--- config.mk ---
export PLATFORM = sky130hd
export DESIGN_NAME = rr_arb_mux
export DESIGN_NICKNAME = d
export VERILOG_FILES = /design/src/rtl/cpu_pkg.sv /design/src/rtl/rr_arb_mux_rr_pick.sv /design/src/rtl/rr_arb_mux.sv
export SDC_FILE = /design/constraint.sdc
export NUM_CORES = 1
export LEC_CHECK = 0
export BUFFER_PORTS_ARGS = -buffer_cell sky130_fd_sc_hd__buf_4
export CAP_MARGIN = 5
export CORE_ASPECT_RATIO = 1.4
export CORE_MARGIN = 5
export CORE_UTILIZATION = 45
export DETAILED_ROUTE_END_ITERATION = 8
export GPL_TIMING_DRIVEN = 0
export HOLD_SLACK_MARGIN = 0.06
export MAX_ROUTING_LAYER = met4
export PLACE_DENSITY = 0.8
export SLEW_MARGIN = 20
export SYNTH_ARGS = -nofsm -noshare
export SYNTH_HDL_FRONTEND = slang
export SYNTH_SLANG_ARGS = --single-unit
--- constraint.sdc ---
create_clock -name clk -period 4.1 [get_ports clk]
set_input_delay 0.82 -clock clk [delete_from_list [all_inputs] [get_ports clk]]
set_output_delay 0.82 -clock clk [all_outputs]
set_load 0.05 [all_outputs]
--- src/rtl/cpu_pkg.sv ---
// Shared CPU-wide constants: default datapath width and the channel-count bound
// used by the stream arbiters.
package cpu_pkg;
    localparam int unsigned DATA_W = 32;
    localparam int unsigned MAX_CH = 8;
endpackage

--- src/rtl/rr_arb_mux_rr_pick.sv ---
// Combinational rotate-and-priority picker: first set request at or above ptr,
// wrapping from M-1 back to 0. Returns one-hot grant, its index and an any flag.
module rr_pick
    import cpu_pkg::*;
#(
    parameter int unsigned M  = 4,
    parameter int unsigned SW = $clog2(M)
) (
    input  logic [M-1:0]  req,
    input  logic [SW-1:0] ptr,
    output logic [M-1:0]  gnt,
    output logic [SW-1:0] idx,
    output logic          any
);

    int unsigned k;

    always_comb begin
        gnt = '0;
        idx = '0;
        any = 1'b0;
        k   = 0;
        // Loop is bounded by MAX_CH so the unrolled search never exceeds the supported size.
        for (int unsigned i = 0; i < MAX_CH; i++) begin
            if (i < M) begin
                k = (32'(ptr) + i) % M;
                if (!any && req[k]) begin
                    any    = 1'b1;
                    gnt[k] = 1'b1;
                    idx    = SW'(k);
                end
            end
        end
    end

endmodule

--- src/rtl/rr_arb_mux.sv ---
// Round-robin M:1 stream arbiter with a one-deep registered output stage.
// Optional macro RR_ARB_MUX_PRIO_EN gives channel 0 fixed top priority.
module rr_arb_mux
    import cpu_pkg::*;
#(
    parameter int unsigned N  = DATA_W,
    parameter int unsigned M  = 4,
    parameter int unsigned SW = $clog2(M)
) (
    input  logic           clk,
    input  logic           rst_n,
    input  logic [M-1:0]   in_valid,
    input  logic [M*N-1:0] in_data,
    output logic [M-1:0]   in_ready,
    output logic           out_valid,
    output logic [N-1:0]   out_data,
    output logic [SW-1:0]  out_sel,
    input  logic           out_ready
);

    logic          out_valid_q, out_valid_d;
    logic [N-1:0]  out_data_q, out_data_d;
    logic [SW-1:0] out_sel_q, out_sel_d;
    logic [SW-1:0] ptr_q, ptr_d;

    logic          load_en;
    logic [M-1:0]  rr_req, rr_gnt;
    logic [SW-1:0] rr_idx;
    logic          rr_any;
    logic [M-1:0]  pick_gnt;
    logic [SW-1:0] pick_idx;
    logic          pick_any;
    logic          pick_prio;
    logic [N-1:0]  sel_data;

    rr_pick #(.M(M), .SW(SW)) u_pick (
        .req (rr_req),
        .ptr (ptr_q),
        .gnt (rr_gnt),
        .idx (rr_idx),
        .any (rr_any)
    );

    always_comb begin
`ifdef RR_ARB_MUX_PRIO_EN
        // Channel 0 bypasses the rotation; the ring only covers channels 1..M-1.
        rr_req    = {in_valid[M-1:1], 1'b0};
        pick_prio = in_valid[0];
`else
        rr_req    = in_valid;
        pick_prio = 1'b0;
`endif
        if (pick_prio) begin
            pick_gnt    = '0;
            pick_gnt[0] = 1'b1;
            pick_idx    = '0;
            pick_any    = 1'b1;
        end else begin
            pick_gnt = rr_gnt;
            pick_idx = rr_idx;
            pick_any = rr_any;
        end
    end

    always_comb begin
        sel_data = '0;
        for (int unsigned i = 0; i < M; i++) begin
            if (pick_gnt[i]) sel_data = in_data[i*N +: N];
        end
    end

    assign load_en  = !out_valid_q || out_ready;
    // Reset is folded in so no channel sees a grant while the stage is held in reset.
    assign in_ready = (rst_n && load_en) ? pick_gnt : '0;

    always_comb begin
        out_valid_d = out_valid_q;
        out_data_d  = out_data_q;
        out_sel_d   = out_sel_q;
        ptr_d       = ptr_q;
        if (load_en) begin
            if (pick_any) begin
                out_valid_d = 1'b1;
                out_data_d  = sel_data;
                out_sel_d   = pick_idx;
                if (!pick_prio) begin
                    ptr_d = (pick_idx == SW'(M-1)) ? '0 : pick_idx + 1'b1;
                end
            end else begin
                out_valid_d = 1'b0;
            end
        end
    end

    always_ff @(posedge clk or negedge rst_n) begin
        if (!rst_n) begin
            out_valid_q <= 1'b0;
            out_data_q  <= '0;
            out_sel_q   <= '0;
            ptr_q       <= '0;
        end else begin
            out_valid_q <= out_valid_d;
            out_data_q  <= out_data_d;
            out_sel_q   <= out_sel_d;
            ptr_q       <= ptr_d;
        end
    end

    assign out_valid = out_valid_q;
    assign out_data  = out_data_q;
    assign out_sel   = out_sel_q;

endmodule

After elaboration in Yosys (flattened, before gate mapping):

Index checks and enable logic that the tools add are counted.

* add/subtract/negate cells: 4
* $lt $le $gt $ge: 8
* bitwise operators: 3
* reduce and logical (&&, ||, !) cells: 14
* equal/unequal tests: 1
* div/mod/pow operators: 0
* multiplexer cells: 35
* shift operators: 0
* $mul: 0

Operators by type and width (number)
* $mux 32: 4
* $mux 4: 5
* $mux 1: 13
* $lt 2x3->1 const B: 4
* $or 4x4->4: 3
* $mux 2: 5
* $bmux 1 s2: 4
* $demux 1 s2: 4
* $ge 2x1->1 const B: 4
* $logic_and 1x1->1: 8
* $add 2x1->2 const B: 2
* $add 2x2->2 const B: 2
* $logic_not 1->1: 4
* $eq 2x2->1 const B: 1
* $reduce_and 2->1: 1
* $logic_or 1x1->1: 1

* bits in latches: 0
* bits of input ports: 135
* memories kept: 0
* flip-flop bits (word level): 37
* word-level logic and storage cells: 69
* RAM bits: 0
* ROM bits: 0

Longest topological paths before layout:

* depth after elaboration: 16
* gate-level depth with buffers: 12
* depth with buffers taken out: 8

Cells and area by module:

A second synthesis with hierarchy kept.

* cells, all modules: 356
* area, all modules: 3116.7 um^2

Modules (own cells, without submodules)
* rr_arb_mux: seq. area each 925.9 um^2, times used 1, cells an instance 311, area each 2697.6 um^2
* rr_pick: seq. area each 0.0 um^2, times used 1, cells an instance 45, area each 419.2 um^2

Least setup slack after synthesis:

No wires, ideal clock.

* path type: flip-flop to output port
* from: register with a tool-made name
* to: output in_ready[3]
* arrival: 3252 ps
* stages on the path, launching flop included: 11
* path buffers: 3
* path slack: 28 ps
* cells stage by stage: dfrtp_1 buf_2 inv_1 ha_1 or3b_1 a2111oi_0 or2_2 o2bb2ai_2 buf_4 buf_2 nor2b_1

RTL lines
* end: declaration: line rr_arb_mux.sv:14 `output logic [M-1:0] in_ready,`

==> flow_summary.yaml <==
sta:
  final_hold_viol_count: 0
  final_max_slew_viol_count: 0
  rsz0062_at_grt: "false"
  period_share_pct: 96.5
  maxSlewHeadroom_pct: 31.4
  fin_skew_ps: 13.4
  tightestPinTransition_ps: 1020
  min_period_ps: 3960
  finalSetupViolCount: 0
  fmax_ghz: 0.253
  setup_tns_ps: 0
power_and_ir_drop:
  ir_drop_v: 0.000574
  pwr-share-seq_pct: 16.9
  power_uw: 4000
  comb_power_share_pct: 76.9
  swShare_pct: 55.3
  p_int_uw: 1790
  p_per_area_nw_per_um2: 866
  p_leak_uw: 0.00195
  p_clk_share_pct: 6.2
  p_sw_uw: 2220
cts:
  h-tree-depth: 2
  clk_pin_slew_ps: 80
  cts_sinks: 37
  cts_buffer_depth: 2
  clock_latency_ps: 290
  cts_made_buffers: 5
  cts_root_buffer: "clkbuf_8"
  cts_tree: "yes"
critical_path:
  end_kind: "primary output"
  worstSetupPathType: "flip-flop to primary output"
  cp.arrival_ps: 3140
  start_kind: "flip-flop"
  crit_fanout: 10
  worstPathRequired_ps: 3280
floorplan:
  core-area_um2: 6610
  fp.dieArea_um2: 8540
  fp.dieW_um: 79.6
  start_util_pct: 46.1
  rows: 35
  die_y_um: 107
  ios: 174
synthesis:
  synthCells: 359
  yosys.area.top_type: "dfrtp_1"
  synth_top_cell_area_share_pct: 30.4
  ys.flop_type: "dfrtp_1"
  syn_nets: 501
  synth_warnings: 0
  syn_area_um2: 3050
  synthTopCellsByArea: "dfrtp_1 (30%), a311oi_1 (9.2%), o2bb2ai_1 (9.2%)"
  seq_area_frac_synth_pct: 30.4
  synthArstFlopShare_pct: 100
  synth_edf_count: 0
  synth-seq-cells: 37
  syn_avg_cell_area_um2: 8.49
  synth.distinct_cells: 37
global_route:
  grt_pass1_vias: 3770
  grt_pass1_wl_um: 19300
  grt_util_all_layers_pct: 29.1
  grt_overflow: 0
  antenna_found_initial: 0
  grt_start_max_net_pins: 39
final_layout:
  final_util_pct: 69.9
  drive_above_1_share_pct: 41.5
  syn2layout_area_growth_pct: 51.7
  nNetsFinal: 687
  antenna_cells: 0
run:
  drv_cap: 0
routing:
  dr.pass1.iters: 6
  drc_errors: 0
  drt_wl_total_um: 12700
  drtIter0Drc: 297
  viasPerCell: 5.98
  wire_per_inst_um: 20.0
  ant_nets: 0
  via_count: 3803
place:
  place_congestion: 0.953
  hpwl_um: 9720
  port_buffers: 173
run_status:
  outcome: "finished, final reports clean"
worst_hold_path:
  hold_path.class: "primary input to asynchronous set/reset pin"
[routing by layer]
layer | routed length, um | vias to the layer above | global-route usage, %
met5 | 0 | - | -
met4 | 422 | 0 | 11.4
met3 | 991 | 38 | 5.28
met2 | 6620 | 204 | 49.7
met1 | 4710 | 1816 | 33.5
li1 | - | 1745 | -
[cells in the mapped netlist (all sizes together), types with 2 or more instances]
cell type   n
a2111oi     2
a21o        2
a21oi       5
a221oi      3
a311oi     32
buf        24
clkbuf     19
dfrtp      37
ha          7
inv         4
mux2        2
mux2i       4
mux4        3
nand2      12
nand2b     34
nand3      33
nand3b      4
nor2       37
nor2b       3
nor3        3
nor3b       5
nor4       33
o21ai       8
o2bb2ai    33
or2         2
xnor2       2
[through the flow]
stage / instances / hold WS, ps / setup WS [ps] / cell area (um2)
2_1_floorplan: 359 / 524 / 28.3 / 3050
5_1_grt: 636 / 527 / 7.44 / 4620
6_report: 636 / 497 / 142 / 4620
3_3_place_gp: 624 / 477 / -69.6 / 4460
3_5_place_dp: 624 / 478 / -20.1 / 4460
4_1_cts: 630 / 498 / 0.0857 / 4550
[worst max-delay path, stage by stage, from the launching register on]
cell and delay, ps:
dfrtp_2 420, buf_4 200, clkinvlp_4 100, ha_1 310
or3b_1 420, a2111oi_4 380, or2_4 220, a221oi_2 70
buf_2 180, buf_2 200, nor2_1 130, buf_4 210
[path summary, 6_finish.rpt]
check,endpoint,from,slack [ps],cells after the start
setup / recovery,in_ready[1],flip-flop,140,11
hold reg to reg,out_sel[0],out_sel[0],500,2
min in group clk,out_sel[0],out_sel[0],500,2
max in group asynchronous,ptr_q[1],rst_n,3180,1
setup reg to reg,out_data[19],ptr_q[1],600,13
hold / removal,out_data[2],rst_n,500,1
[power by group through the flow]
stage          logic (uW)  registers (uW)  clock network [uW]
2_1_floorplan        1480            1270                   0
3_3_place_gp         2910             674                   0
3_5_place_dp         2950             681                   0
4_1_cts              2970             674                 244
5_1_grt              3270             703                 263
6_report             3080             678                 247
[repair_timing]
item / CTS / global route
setup buffers: 1 / 6
pin swaps: 0 / 1
endpoints found under the setup margin: 3 / 3
hold buffers: 0 / 0
gates resized for setup: 5 / 7
[state kept, by name, summed over array words and instances, names as in the netlist, named ones only]
signal,flops
out_data,32
out_sel,2
out_valid,1
ptr_q,1
[layout by cell type (no fill, tap or decap), drive strengths merged, types with 4 or more instances in the layout]
| master | instances |
|---|---|
| dfrtp | 37 |
| nand2b | 34 |
| buf | 201 |
| o2bb2ai | 33 |
| clkbuf | 26 |
| nand2 | 12 |
| nor2 | 37 |
| mux2i | 4 |
| nor4 | 33 |
| a21oi | 5 |
| ha | 7 |
| o21ai | 8 |
| nor3b | 5 |
| a311oi | 32 |
| nand3b | 4 |
| nand3 | 33 |
[area by class of cell]
type	instances	area (um2)
well taps	92	115
repair buffers	180	1350
clock inverters	1	5.00
inverters	4	18.8
fillers	576	1990
flip-flops and latches	37	928
plain buffers	42	206
multi-input cells	275	1930
clock buffers	5	68.8
[cells by family after synthesis]
logic type,share of synthesized area (%)
muxes,4.27
DFF,30.4
buffers and inverters,7.02
AOI/OAI and AO/OA,24.9
xor gates and xnor gates,0.575
and+or+nand+nor,30.0
adders and majority gates,2.87
(Power assumes the default switching activity.)
